[src/rtl/dataram_ctrl.sv]
// dataram_ctrl: arbitrates two requesters onto the MCU51 internal data RAM,
// maps 8051 bit addresses to byte/position and sequences read-modify-write ops.
module dataram_ctrl #(
  parameter int unsigned FIXED_PRIO = 0
) (
  input  logic       clk,
  input  logic       rst,
  input  logic       req0,
  input  logic [2:0] op0,
  input  logic [7:0] adr0,
  input  logic [7:0] wd0,
  input  logic       req1,
  input  logic [2:0] op1,
  input  logic [7:0] adr1,
  input  logic [7:0] wd1,
  output logic       ack0,
  output logic       ack1,
  output logic [7:0] rdata,
  output logic       err,
  output logic       busy,
  output logic       mem_cs_n,
  output logic       mem_rw,
  output logic       mem_bb,
  output logic [7:0] mem_addr,
  output logic [7:0] mem_pos,
  output logic [7:0] mem_din,
  output logic       mem_bin,
  input  logic [7:0] mem_dout,
  input  logic       mem_bout
);

  localparam logic [2:0] OP_RDB   = 3'b000;
  localparam logic [2:0] OP_WRB   = 3'b001;
  localparam logic [2:0] OP_RDBIT = 3'b010;
  localparam logic [2:0] OP_WRBIT = 3'b011;
  localparam logic [2:0] OP_SET   = 3'b100;
  localparam logic [2:0] OP_CLR   = 3'b101;
  localparam logic [2:0] OP_CPL   = 3'b110;
  localparam logic [2:0] OP_INC   = 3'b111;

  typedef enum logic [2:0] {S_IDLE, S_RD, S_CAP, S_WR, S_ACK} state_t;

  state_t     state_q, state_d;
  logic       port_q, port_d, rr_q, rr_d, rej_q, rej_d;
  logic [2:0] op_q, op_d;
  logic [7:0] adr_q, adr_d, wd_q, wd_d, cap_q, cap_d;
  logic       ack0_q, ack0_d, ack1_q, ack1_d, err_q, err_d, busy_q, busy_d;
  logic       cs_n_q, cs_n_d, rw_q, rw_d, bb_q, bb_d, bin_q, bin_d;
  logic [7:0] rdata_q, rdata_d, addr_q, addr_d, pos_q, pos_d, din_q, din_d;
  logic       sel_c;

  function automatic logic is_byte(input logic [2:0] op);
    return (op == OP_RDB) || (op == OP_WRB) || (op == OP_INC);
  endfunction

  // rr_q names the preferred port when both request
  always_comb begin
    if (FIXED_PRIO != 0)       sel_c = ~req0;
    else if (req0 && req1)     sel_c = rr_q;
    else                       sel_c = ~req0;
  end

  // Outputs are decoded from the next state so they line up with state_q
  always_comb begin
    state_d = state_q;
    port_d  = port_q;
    rr_d    = rr_q;
    rej_d   = rej_q;
    op_d    = op_q;
    adr_d   = adr_q;
    wd_d    = wd_q;
    cap_d   = cap_q;
    ack0_d  = 1'b0;
    ack1_d  = 1'b0;
    rdata_d = 8'h00;
    err_d   = 1'b0;
    cs_n_d  = 1'b1;
    rw_d    = 1'b1;
    bb_d    = bb_q;
    addr_d  = addr_q;
    pos_d   = pos_q;
    din_d   = din_q;
    bin_d   = bin_q;

    case (state_q)
      S_IDLE: begin
        if (req0 || req1) begin
          port_d = sel_c;
          rr_d   = ~sel_c;
          op_d   = sel_c ? op1 : op0;
          adr_d  = sel_c ? adr1 : adr0;
          wd_d   = sel_c ? wd1 : wd0;
          rej_d  = adr_d[7];
          if (rej_d)
            state_d = S_ACK;
          else if (op_d inside {OP_WRB, OP_WRBIT, OP_SET, OP_CLR})
            state_d = S_WR;
          else
            state_d = S_RD;
        end
      end
      S_RD:  state_d = S_CAP;
      S_CAP: begin
        cap_d   = is_byte(op_q) ? mem_dout : {7'b0, mem_bout};
        state_d = (op_q inside {OP_RDB, OP_RDBIT}) ? S_ACK : S_WR;
      end
      S_WR:    state_d = S_ACK;
      S_ACK:   state_d = S_IDLE;
      default: state_d = S_IDLE;
    endcase

    busy_d = (state_d != S_IDLE);

    if (state_d inside {S_RD, S_CAP, S_WR}) begin
      cs_n_d = 1'b0;
      rw_d   = (state_d != S_WR);
      bb_d   = is_byte(op_d);
      if (is_byte(op_d)) begin
        addr_d = adr_d;
        pos_d  = 8'hFF;
      end else begin
        addr_d = 8'h20 + {4'b0, adr_d[6:3]};
        pos_d  = 8'(1) << adr_d[2:0];
      end
    end

    if (state_d == S_WR) begin
      case (op_d)
        OP_WRB:   din_d = wd_d;
        OP_INC:   din_d = cap_d + 8'd1;
        OP_WRBIT: bin_d = wd_d[0];
        OP_SET:   bin_d = 1'b1;
        OP_CLR:   bin_d = 1'b0;
        OP_CPL:   bin_d = ~cap_d[0];
        default:  ;
      endcase
    end

    if (state_d == S_ACK) begin
      ack0_d = ~port_d;
      ack1_d = port_d;
      err_d  = rej_d;
      if (!rej_d) begin
        case (op_d)
          OP_RDB:           rdata_d = cap_d;
          OP_RDBIT, OP_CPL: rdata_d = {7'b0, cap_d[0]};
          OP_INC:           rdata_d = cap_d + 8'd1;
          default:          rdata_d = 8'h00;
        endcase
      end
    end
  end

  always_ff @(posedge clk or posedge rst) begin
    if (rst) begin
      state_q <= S_IDLE;
      port_q  <= 1'b0;
      rr_q    <= 1'b0;
      rej_q   <= 1'b0;
      op_q    <= 3'b000;
      adr_q   <= 8'h00;
      wd_q    <= 8'h00;
      cap_q   <= 8'h00;
      ack0_q  <= 1'b0;
      ack1_q  <= 1'b0;
      rdata_q <= 8'h00;
      err_q   <= 1'b0;
      busy_q  <= 1'b0;
      cs_n_q  <= 1'b1;
      rw_q    <= 1'b1;
      bb_q    <= 1'b1;
      addr_q  <= 8'h00;
      pos_q   <= 8'h00;
      din_q   <= 8'h00;
      bin_q   <= 1'b0;
    end else begin
      state_q <= state_d;
      port_q  <= port_d;
      rr_q    <= rr_d;
      rej_q   <= rej_d;
      op_q    <= op_d;
      adr_q   <= adr_d;
      wd_q    <= wd_d;
      cap_q   <= cap_d;
      ack0_q  <= ack0_d;
      ack1_q  <= ack1_d;
      rdata_q <= rdata_d;
      err_q   <= err_d;
      busy_q  <= busy_d;
      cs_n_q  <= cs_n_d;
      rw_q    <= rw_d;
      bb_q    <= bb_d;
      addr_q  <= addr_d;
      pos_q   <= pos_d;
      din_q   <= din_d;
      bin_q   <= bin_d;
    end
  end

  assign ack0     = ack0_q;
  assign ack1     = ack1_q;
  assign rdata    = rdata_q;
  assign err      = err_q;
  assign busy     = busy_q;
  assign mem_cs_n = cs_n_q;
  assign mem_rw   = rw_q;
  assign mem_bb   = bb_q;
  assign mem_addr = addr_q;
  assign mem_pos  = pos_q;
  assign mem_din  = din_q;
  assign mem_bin  = bin_q;

endmodule
[config.mk]
export PLATFORM = sky130hd
export DESIGN_NAME = dataram_ctrl
export DESIGN_NICKNAME = d
export VERILOG_FILES = /design/src/rtl/dataram_ctrl.sv
export SDC_FILE = /design/constraint.sdc
export NUM_CORES = 1
export LEC_CHECK = 0
export CAP_MARGIN = 20
export CORE_ASPECT_RATIO = 0.7
export CORE_MARGIN = 1.5
export CORE_UTILIZATION = 45
export CTS_BUF_LIST = sky130_fd_sc_hd__clkbuf_2 sky130_fd_sc_hd__clkbuf_4 sky130_fd_sc_hd__clkbuf_8
export DETAILED_ROUTE_END_ITERATION = 10
export PLACE_DENSITY = 0.82
export SYNTH_ARGS = -nofsm -noshare
export SYNTH_HDL_FRONTEND = slang
export SYNTH_SLANG_ARGS = --single-unit
[constraint.sdc]
create_clock -name clk -period 3.25 [get_ports clk]
set_input_delay 0.975 -clock clk [delete_from_list [all_inputs] [get_ports clk]]
set_output_delay 0.975 -clock clk [all_outputs]
set_load 0.005 [all_outputs]
## Word level (Yosys, flattened, before mapping)

Cells that the tools add are included.

- Add/sub/neg operators: 2
- Divide/modulo/power cells: 0
- Bitwise logic cells: 4
- Order comparisons: 0
- Reductions and logical operators: 19
- Eq/ne operators: 22
- Multiplexer cells: 33
- Multipliers: 0
- Shift operators: 1

Operator list:

| cell | count |
|---|---|
| 8-bit two-way mux | 12 |
| 3-bit by 2-bit == test with 1-bit output (second input constant) | 8 |
| 3-bit == test (second input constant) | 8 |
| 8-bit one-hot mux with 3 select lines | 1 |
| 3-bit two-way mux | 6 |
| 8-bit one-hot mux with 2 select lines | 1 |
| 3-bit by 1-bit == test with 1-bit output (second input constant) | 5 |
| 3-bit one-hot mux with 4 select lines | 1 |
| 1-bit two-way mux | 10 |
| 3-bit zero test | 3 |
| 8-bit by 1-bit adder with 8-bit output (second input constant) | 1 |
| 4-bit nonzero test | 2 |
| 1-bit by 3-bit left shift with 8-bit output (first input constant) | 1 |
| 6-bit by 4-bit adder with 7-bit output (first input constant) | 1 |
| 2-bit AND reduction | 3 |
| 3-bit nonzero test | 2 |
| 1-bit logical OR | 5 |
| 1-bit NOT | 4 |
| 1-bit one-hot mux with 4 select lines | 1 |
| 2-bit nonzero test | 2 |
| 3-bit by 2-bit != test with 1-bit output (second input constant) | 1 |
| 2-bit two-way mux | 1 |
| 2-bit OR reduction | 1 |
| 1-bit logical AND | 1 |

- Bits in registers: 73
- Latch bits: 0
- Output and inout port bits: 40
- Input port bits: 51
- RAM bits: 0
- Bits in read-only memories: 0
- Word-level logic and storage cells: 101
- Memories kept: 0

## Depth between registers and ports, before layout

Gate-level depths: netlist (run 1).

- Word-level depth: 12
- Mapped depth: 11
- Mapped depth without buffers: 9

## Least setup slack after synthesis (run 1)

OpenSTA, ideal clock, no wires.

- Path type: input to register
- Start point: input port req0
- End point: register din_q[1] (netlist: mem_din[1])
- Required time: 3.125 ns
- Data arrival time: 2.719 ns
- Slack: 0.406 ns
- Buffers on the path: 0
- Cell stages on the path: 7
- Library setup time: 0.125 ns
- Cell sequence: a21boi_4 -> mux2_2 -> mux2i_2 -> inv_4 -> nand3_2 -> mux2_2 -> mux2_2

- Elaborated cells between the ends (all ways): 26
- Classes of those cells: 7 x eq/ne; 13 x mux; 1 x bitwise; 5 x reduce/logical

RTL lines:

| item | line | RTL |
|---|---|---|
| start, declared | 8 | `input logic req0,` |
| 1-bit logical AND or 1-bit NOT (tied branches) | 59, 60 |  |
| 1-bit two-way mux | 59 | `else if (req0 && req1) sel_c = rr_q;` |
| 3-bit two-way mux | 90 | `op_d = sel_c ? op1 : op0;` |
| 3-bit two-way mux (*) | 87 | `if (req0 \|\| req1) begin` |
| 3-bit two-way mux (*) | 85 | `case (state_q)` |
| via op_d[1] | 45 | `logic [2:0] op_q, op_d;` |
| 3-bit by 1-bit == test with 1-bit output or 3-bit == test (tied branches) | 128 | `case (op_d)` |
| 2-bit nonzero test (no source line) | - |  |
| 2-bit AND reduction (no source line) | - |  |
| end signal, assigned | 195 | `din_q <= din_d;` |
| end, declared | 49 | `logic [7:0] rdata_q, rdata_d, addr_q, addr_d, pos_q, pos_d, din_q, din_d;` |

The timed path passes the listed nets; every way through them passes the cells marked *.
A chain may end at the register's enable or synchronous reset.

## Final worst setup path (run 1)

- Start point: input port req0
- End point: register din_q[6] (netlist: mem_din[6])

- Longest elaborated chain between the ends: 11
- Elaborated cells between the ends (all ways): 26
- Classes of those cells: 7 x eq/ne; 13 x mux; 1 x bitwise; 5 x reduce/logical

RTL lines:

| item | line | RTL |
|---|---|---|
| 1-bit logical AND or 1-bit NOT (tied branches) | 59, 60 |  |
| 1-bit two-way mux | 59 |  |
| 3-bit two-way mux | 90 |  |
| 3-bit by 1-bit == test with 1-bit output, or another cell as far along | 96 | `else if (op_d inside {OP_WRB, OP_WRBIT, OP_SET, OP_CLR})` |
| 4-bit nonzero test | 96 |  |
| 2-bit two-way mux | 96 |  |
| 3-bit two-way mux | 94 | `if (rej_d)` |
| 3-bit two-way mux | 87 |  |
| 3-bit one-hot mux with 4 select lines | 85 |  |
| 3-bit by 2-bit == test with 1-bit output | 127 | `if (state_d == S_WR) begin` |
| 2-bit AND reduction (no source line) | - |  |

Parallel ways exist; a longest one is shown, timed or not.

==> results by group, run 1 <==
Place
  • Routability cong.: 0.913
  • Hpwl dp: 7300 um
  • # port buffers: 90

Synthesis
  • Largest family of logic cells by synthesized area: compound AO/OA/AOI/OAI gates
  • Mapped Cells: 360
  • Syn avg cell area: 10.3 um^2
  • Mux cell area share after synthesis: 11.3%
  • Adder-cell share of the synthesized area: 0.337%
  • Synth warn: 0
  • Compound-gate portion of the synthesized area: 17.6%
  • Simple-Gate Fraction of Synth Area: 15.2%
  • Share of flip-flops with an asynchronous set or reset: 100%
  • Synthesized flop and latch total: 73
  • Number of enable flip-flop cells after synthesis: 0
  • Area of the mapped netlist: 0.00371 mm^2
  • Main synth FF type: dfrtp_1
  • XOR/XNOR share of the synthesized area: 1.41%
  • Sequential fraction of the synthesis area: 49.3%
  • Syn Nets: 412
  • Synth unique cells: 59

Worst hold path
  • Hold Path Class: reg -> reg

Setup path
  • CP peak stage delay: 0.53 ns
  • Worst path slowest cell: clkdlybuf4s50_1
  • CP delay by family, top: compound AO/OA/AOI/OAI gates
  • Crit end category: flip-flop
  • Worst Setup Path Type: in -> reg
  • Crit path max fanout: 7
  • Startpoint Class: primary input
  • Cells along the critical path: clkdlybuf4s50_1, a21boi_4, buf_4, mux2i_2, a21boi_4, buf_4, a2111oi_0, a2bb2oi_1
  • Buf+Inv Stages, Crit Path: 3
  • Data required, critical path: 3.45 ns
  • Arrival @ worst endpoint: 3.21 ns

Drt
  • Detailed Routing Iterations Pass 1: 4
  • DR vias/cell: 5.42
  • Routed len/inst: 16.2 um
  • Detailed Route Iter0 Violations: 289
  • DRC Markers: 0
  • Via count: 3,195
  • Post-DRT Antenna Nets: 0
  • Final WL: 9550 um

Timing
  • Fin Setup TNS: 0 ns
  • Unrepaired setup endpoints after global routing: no
  • Clock skew: 0.00786 ns
  • Max Slew Vio Count: 0
  • Fin Hold WS: 0.493 ns
  • Post-layout min period: 3.01 ns
  • Fin. Hold Viols: 0
  • # setup viols final: 0
  • Final Cycle Share: 92.6%
  • Slew headroom: 60.2%
  • Slew @ Worst Pin: 0.591 ns
  • Max Freq: 0.332 GHz

Die
  • Total die area: 0.00882 mm^2
  • I/O Pins: 91
  • Row count: 27
  • Die Y: 79.0 um
  • Die extent in x: 112 um
  • Core Area: 0.00794 mm^2
  • Starting density of the core: 46.8%

Global route
  • Initial antenna violation count: 0
  • Pin count of the biggest net entering global routing: 74
  • First-pass GRT wire length: 15,500 um
  • GRT overflow: 0
  • Vias in the first global route: 3,104
  • Total GRT Usage: 22.5%

Cells and area
  • Nets: 536
  • Post-layout util: 65.1%
  • Share of cells above drive strength 1: 20.7%
  • Ant. Diodes: 0
  • Area Growth Syn to Fin: 39.1%

Clock tree
  • CTS tree: done
  • Worst-Skew Late Latency: 0.34 ns
  • Root Buffer: clkbuf_8
  • Worst-path clk slew: 0.07 ns
  • Clk sinks: 73
  • Clk buf depth: 2
  • H-tree depth reported by CTS: 3
  • CTS Buf Count: 9
  • Setup bufs post-CTS: 0

Power
  • Power per cell area: 999 mW/mm^2
  • Peak VDD IR: 0.461 mV
  • Leakage: 2.19 nW

Run status
  • Status: complete, no violations

Run
  • Max cap viols: 0
[layout by cell type (no fill, tap or decap), drive strengths merged, types with 3 or more instances in the layout]
| cell type | n |
|---|---|
| a2111oi | 3 |
| a211oi | 3 |
| a21boi | 3 |
| a21oi | 16 |
| a22oi | 4 |
| a2bb2oi | 3 |
| a31oi | 13 |
| buf | 39 |
| clkbuf | 13 |
| clkdlybuf4s50 | 90 |
| clkinv | 3 |
| dfrtp | 70 |
| dfstp | 3 |
| inv | 17 |
| mux2 | 16 |
| mux2i | 22 |
| nand2 | 38 |
| nand2b | 3 |
| nand3 | 12 |
| nand4 | 3 |
| nor2 | 31 |
| nor3 | 6 |
| o2111ai | 4 |
| o21a | 5 |
| o21ai | 35 |
| or2 | 3 |
| xnor2 | 4 |
[worst register-to-register path: stages (launching register included)]
cell and delay [ns]:
dfrtp_1 0.51, or3b_2 0.61, o21ai_0 0.33, ha_1 0.27, nand3_1 0.15, o21a_1 0.21, o21ai_1 0.17, a21oi_1 0.10
[power by group]
part / internal, mW / switching (mW)
registers: 1.32 / 0.240
logic: 1.42 / 1.53
clock network: 0.333 / 0.319
[flip-flops by register name (all words and copies together) (netlist names), 3 cells and up]
signal,count
mem_din,8
op_q,3
rdata,8
wd_q,8
cap_q,8
state_q,3
mem_addr,8
adr_q,8
mem_pos,8
[worst paths after layout]
check                            startpoint           to  slack, ns  cells past startpoint
worst max-delay path                   req0   mem_din[6]       0.24                      8
worst min-delay path            mem_addr[7]  mem_addr[7]       0.49                      2
worst max register to register   state_q[1]     rdata[6]       0.76                      7
worst min register to register  mem_addr[7]  mem_addr[7]       0.49                      2
max in group asynchronous               rst     mem_cs_n       1.89                      3
min in group asynchronous               rst     adr_q[3]       1.03                      3
[metrics by stage]
| stage | cell area (um^2) | setup WS [ns] | cells | power [mW] |
|---|---|---|---|---|
| floorplan | 3710 | 0.406 | 360 | 3.23 |
| global placement | 4980 | -0.0260 | 574 | 4.39 |
| detailed placement | 4980 | -0.165 | 574 | 4.49 |
| CTS | 5160 | 0.170 | 590 | 5.16 |
| global route | 5170 | 0.0252 | 590 | 5.54 |
| finish | 5170 | 0.241 | 590 | 5.16 |
[layer usage]
layer	global-route usage [%]	share of wire (%)
met4	6.33	0.66
met1	32.5	47
met5	0	0
met2	34.0	45
met3	5.57	7.0
[layout make-up]
cell class | count | area (um^2)
clock buffer | 13 | 166
multi-input combinational | 254 | 1710
inverter | 17 | 73.8
fill | 612 | 2770
sequential | 73 | 1830
tap | 101 | 126
clock inverter | 3 | 15.0
timing repair buffer | 129 | 1240
[repair_timing]
action                                  CTS  global route
hold buffers                              0             0
endpoints found under the setup margin    0             1
gates resized for setup                   0             1
[Yosys cell counts (all sizes together) (4+ instances only)]
cell type	number	area, um^2
o21ai	35	179
nand3	12	65.1
o21a	5	37.5
clkbuf	5	18.8
dfrtp	70	1750
buf	11	85.1
nand2	38	143
xnor2	4	35.0
nor3	6	75.1
o2111ai	4	41.3
inv	17	73.8
nor2	31	119
mux2i	22	240
mux2	16	180
a31oi	13	81.3
a21oi	16	80.1
a22oi	4	30.0
[kinds of logic (layout without fill, tap and decap cells)]
group / Yosys count / count (layout)
adder cells (fa/ha/maj): 1 / 1
buffers and inverters: 33 / 162
AND/OR/NAND/NOR: 110 / 110
multiplexers: 38 / 38
XOR/XNOR: 6 / 6
flip-flops: 73 / 73
AO/OA/AOI/OAI: 99 / 99
No activity file was read; power rests on OpenSTA's default activity.
==> inputs of run 2 (changes only) <==
Settings changed: SETUP_SLACK_MARGIN set to 0.5.
==> results by group, run 2 (synthesized netlist as in run 1, its figures left out) <==
Run status
  • Status: complete, no violations

Timing
  • Clock skew: 0.00461 ns
  • Fin Setup TNS: 0 ns
  • Max Slew Vio Count: 0
  • Post-layout min period: 2.65 ns
  • Unrepaired setup endpoints after global routing: no
  • Max Freq: 0.377 GHz
  • Slew @ Worst Pin: 0.568 ns
  • Fin. Hold Viols: 0
  • # setup viols final: 0
  • Fin Hold WS: 0.497 ns
  • Final Cycle Share: 81.5%
  • Slew headroom: 61.7%

Drt
  • Top Metal Used: met4
  • Routed len/inst: 17.9 um
  • Met2 wire length: 4900 um
  • DRC Markers: 0
  • Final WL: 10,600 um
  • Detailed Route Iter0 Violations: 267
  • Post-DRT Antenna Nets: 0
  • Via count: 3,362
  • Detailed Routing Iterations Pass 1: 5
  • Metal-1 WL: 4800 um
  • DR vias/cell: 5.67
  • Met3 wire len: 758 um

Die
  • Starting density of the core: 46.8%
  • Row count: 27
  • Die Y: 79.0 um
  • Die extent in x: 112 um
  • Core Area: 0.00794 mm^2
  • Total die area: 0.00882 mm^2
  • I/O Pins: 91

Clock tree
  • Hold buffers post-CTS: 0
  • Clk sinks: 73
  • Clk buf depth: 2
  • Worst-path clk slew: 0.08 ns
  • H-tree depth reported by CTS: 3
  • Root Buffer: clkbuf_8
  • CTS Buf Count: 9
  • CTS tree: done
  • Worst-Skew Late Latency: 0.35 ns

Cells and area
  • Area Growth Syn to Fin: 45.8%
  • Most common cell after layout, fill and taps aside: clkdlybuf4s50_1
  • FILL cells: 583
  • Ant. Diodes: 0
  • Most frequent cells in the layout: clkdlybuf4s50_1 (86), dfrtp_1 (70), nand2_1 (38)
  • Post-layout util: 68.2%
  • Nets: 539
  • Share of cells above drive strength 1: 24.4%

Worst hold path
  • Hold Path Class: reg -> reg

Global route
  • Pin count of the biggest net entering global routing: 65
  • Vias in the first global route: 3,320
  • First-pass GRT wire length: 16,800 um
  • Total GRT Usage: 24.6%
  • GRT overflow: 0
  • Initial antenna violation count: 0

Setup path
  • Worst path slowest cell: clkdlybuf4s50_1
  • Arrival @ worst endpoint: 2.89 ns
  • CP peak stage delay: 0.56 ns
  • Crit path max fanout: 4
  • Cells along the critical path: clkdlybuf4s50_1, xnor2_1, nor2_1, a211oi_2, o21ai_4, nor3_4, mux2_4
  • Startpoint Class: primary input
  • Data required, critical path: 3.49 ns
  • Worst Setup Path Type: in -> reg
  • Crit end category: flip-flop

Power
  • Design Power: 5.65 mW
  • Sequential share of power: 28.1%
  • Internal Power: 3.33 mW
  • Share of power burned in the clock network: 13.3%
  • Peak VDD IR: 0.419 mV
  • Power per cell area: 1040 mW/mm^2
  • Switching power of the nets: 2.32 mW
  • Switching Fraction: 41.1%
  • Combinational share of power: 58.7%
  • Leakage: 2.28 nW

Run
  • Max cap viols: 0

Place
  • Routability cong.: 0.875
  • Hpwl dp: 7380 um
  • # port buffers: 90
## run 2: changes by cell type in the layout (fill, tap and decap cells not counted), moves of 3 or more
cell and delta:
mux2_2 -9, buf_6 +4, clkdlybuf4s50_1 -4, mux2_4 +9, mux2i_2 -3, a2111oi_0 -3
clkinvlp_4 +3, mux2i_4 +3
## run 2: cell type report
type / instances / area, um^2 / area share (%)
Sequential cell: 73 / 1830 / 33.8
Clock inverter: 4 / 50.0 / 0.924
Inverter: 17 / 77.6 / 1.43
Clock buffer: 12 / 165 / 3.05
Tap cell: 101 / 126 / 2.33
Multi-Input combinational cell: 254 / 1880 / 34.7
Timing Repair Buffer: 132 / 1290 / 23.8
## run 2: power by group through the flow
stage	Combinational [mW]	Sequential (mW)	Clock (mW)
after detailed placement	2.96	1.58	0
after CTS	3.17	1.58	0.760
after global placement	2.85	1.57	0
after floorplan	1.73	1.51	0
after global routing	3.58	1.62	0.804
final	3.31	1.59	0.750
## run 2: layer usage
| layer | vias to the layer above | GRT usage (%) |
|---|---|---|
| li1 | 1542 | - |
| met1 | 1660 | 33.9 |
| met2 | 141 | 38.5 |
| met3 | 19 | 6.72 |
| met4 | 0 | 6.96 |
| met5 | - | 0 |
## run 2: final timing paths
kind / startpoint / end / slack [ns] / depth (start not counted)
max: op1[1] / mem_din[0] / 0.60 / 7
min: mem_addr[4] / mem_addr[4] / 0.50 / 2
max reg2reg: state_q[1] / mem_din[2] / 0.77 / 9
min reg2reg: mem_addr[4] / mem_addr[4] / 0.50 / 2
max in group asynchronous: rst / mem_bb / 1.71 / 3
min in group asynchronous: rst / ack0 / 0.90 / 2
## run 2: timing repair
action | CTS | global route
resized for setup | 28 | 19
cloned | 1 | 0
endpoints found under the setup margin | 35 | 20
buffers inserted | 3 | 2
pin swaps | 7 | 7
## run 2: per-stage QoR
stage	instances	instance area [um^2]	setup slack, ns
3_5_place_dp	571	4980	-0.350
6_report	593	5420	0.600
4_1_cts	591	5350	0.503
5_1_grt	593	5420	0.520
2_1_floorplan	360	3730	0.452
3_3_place_gp	571	4980	-0.206
## run 2: critical path, delay by kind of cell
kind                   cells  cell delay [ns]
AND/OR/NAND/NOR            2             0.41
buffers and inverters      1             0.56
XOR/XNOR                   1             0.15
multiplexers               1             0.34
AO/OA/AOI/OAI              2             0.45
==> inputs of run 3 (changes only) <==
Clock period 3.25 ns to 2.75 ns, I/O delays scaled along.
==> results by group, run 3 (synthesized netlist as in run 1, its figures left out) <==
Run status
  • Status: complete, no violations

Drt
  • Routed len/inst: 20.7 um
  • Final WL: 13,100 um
  • Detailed Route Iter0 Violations: 305
  • DRC Markers: 0
  • DR vias/cell: 5.99
  • Post-DRT Antenna Nets: 0
  • Detailed Routing Iterations Pass 1: 5
  • Via count: 3,791

Timing
  • Slew headroom: 53.1%
  • Fin Hold WS: 0.505 ns
  • # setup viols final: 0
  • Final Cycle Share: 91.7%
  • Setup ws final: 0.229 ns
  • Max Slew Vio Count: 0
  • Unrepaired setup endpoints after global routing: yes
  • Max Freq: 0.397 GHz
  • Fin. Hold Viols: 0
  • Post-layout min period: 2.52 ns
  • Clock skew: 0.0122 ns
  • Fin Setup TNS: 0 ns
  • Slew @ Worst Pin: 0.697 ns

Setup path
  • R2R Setup Slk: 0.30 ns
  • Cells along the critical path: buf_8, a21boi_4, buf_6, mux2_4, mux2i_4, inv_6, buf_12, nor3_4, buf_6, nand2_1, a21oi_2
  • CP peak stage delay: 0.35 ns
  • R2R depth: 10
  • Worst Setup Path Type: in -> reg
  • Crit path max fanout: 8
  • CP most frequent cell: buf_6
  • Startpoint Class: primary input
  • R2R Path Start: op_q[2]
  • Crit end category: flip-flop
  • Arrival @ worst endpoint: 2.82 ns
  • Reg2Reg Capture Point: rdata[2]
  • Data required, critical path: 3.05 ns
  • Worst path slowest cell: a21boi_4

Die
  • I/O Pins: 91
  • Row count: 27
  • Die extent in x: 112 um
  • Starting density of the core: 46.8%
  • Total die area: 0.00882 mm^2
  • Core Area: 0.00794 mm^2
  • Die Y: 79.0 um

Worst hold path
  • Endpoint, Worst Hold: mem_pos[4]
  • WHS Path Cells: 1
  • Hold_sp: mem_pos[4]
  • Hold Path Class: reg -> reg

Power
  • Power per cell area: 1330 mW/mm^2
  • Peak VDD IR: 0.570 mV
  • Internal Power: 4.73 mW
  • Combinational share of power: 62.1%
  • Sequential share of power: 23.8%
  • Switching Fraction: 40.9%
  • Leakage: 2.57 nW
  • Design Power: 8.02 mW
  • Share of power burned in the clock network: 14.1%
  • Switching power of the nets: 3.28 mW

Cells and area
  • Share of cells above drive strength 1: 35.5%
  • Post-layout util: 76.0%
  • Most frequent cells in the layout: clkdlybuf4s50_1 (83), dfrtp_1 (69), buf_4 (55)
  • Finished Cell Area: 0.00603 mm^2
  • Nets: 580
  • Fin cells: 633
  • Area Growth Syn to Fin: 62.4%
  • FILL cells: 443
  • Most common cell after layout, fill and taps aside: clkdlybuf4s50_1
  • Ant. Diodes: 0

Clock tree
  • Worst-path clk slew: 0.08 ns
  • Clk buf depth: 2
  • Clk sinks: 73
  • Worst-Skew Late Latency: 0.36 ns
  • H-tree depth reported by CTS: 3
  • CTS Buf Count: 9
  • Root Buffer: clkbuf_8
  • CTS tree: done

Global route
  • First-pass GRT wire length: 19,100 um
  • Vias in the first global route: 3,739
  • Pin count of the biggest net entering global routing: 29
  • GRT overflow: 0
  • Total GRT Usage: 28.1%
  • Initial antenna violation count: 0

Place
  • Dpl ws: -0.565 ns
  • Hpwl dp: 7970 um
  • Placed insts: 593
  • Placed Area: 0.00528 mm^2
  • Routability cong.: 0.859
  • # port buffers: 90

Run
  • Max cap viols: 0
-- run 3: timing repair --
item | 4_1_cts | 5_1_grt
pin swaps | 25 | 16
setup endpoints to repair | 59 | 35
hold buffers | 0 | 0
gates resized for setup | 68 | 27
cloned | 1 | 0
buffers inserted | 14 | 10
-- run 3: final cells by class --
type                    instances  area (um^2)  area share, %
multi-input cells             255         2060           34.2
clock inverters                 5          128           2.12
well taps                     101          126           2.09
clock buffers                  10          138           2.28
repair buffers                172         1670           27.6
inverters                      17         80.1           1.33
flip-flops and latches         73         1830           30.4
-- run 3: worst max path at each step --
| stage | from | to | slack [ns] |
|---|---|---|---|
| after floorplan | req0 | mem_din[1] | 0.19 |
| after global placement | req1 | mem_addr[4] | -0.48 |
| after detailed placement | req0 | mem_pos[0] | -0.56 |
| after CTS | req0 | mem_din[1] | 0.36 |
| after global routing | req0 | rdata[7] | 0.15 |
| final | req0 | rdata[6] | 0.23 |
-- run 3: layer usage --
layer	GRT usage [%]	vias to the layer above	part of all wire, %
met5	0	-	0
met4	10.8	0	2.9
met3	7.10	46	9.3
met2	46.3	238	46
met1	36.1	1873	41
li1	-	1634	-
-- run 3: power groups by stage --
stage               clock network (mW)  logic [mW]  registers [mW]
finish                            1.13        4.98            1.91
global route                      1.18        5.26            1.94
CTS                               1.13        4.39            1.88
detailed placement                   0        3.90            1.88
global placement                     0        3.77            1.86
floorplan                            0        2.31            1.78
-- run 3: worst max-delay path, delay by kind of cell --
kind,cells,cell delay (ns)
AO/OA/AOI/OAI,2,0.51
buffers and inverters,5,0.61
multiplexers,2,0.59
AND/OR/NAND/NOR,2,0.29
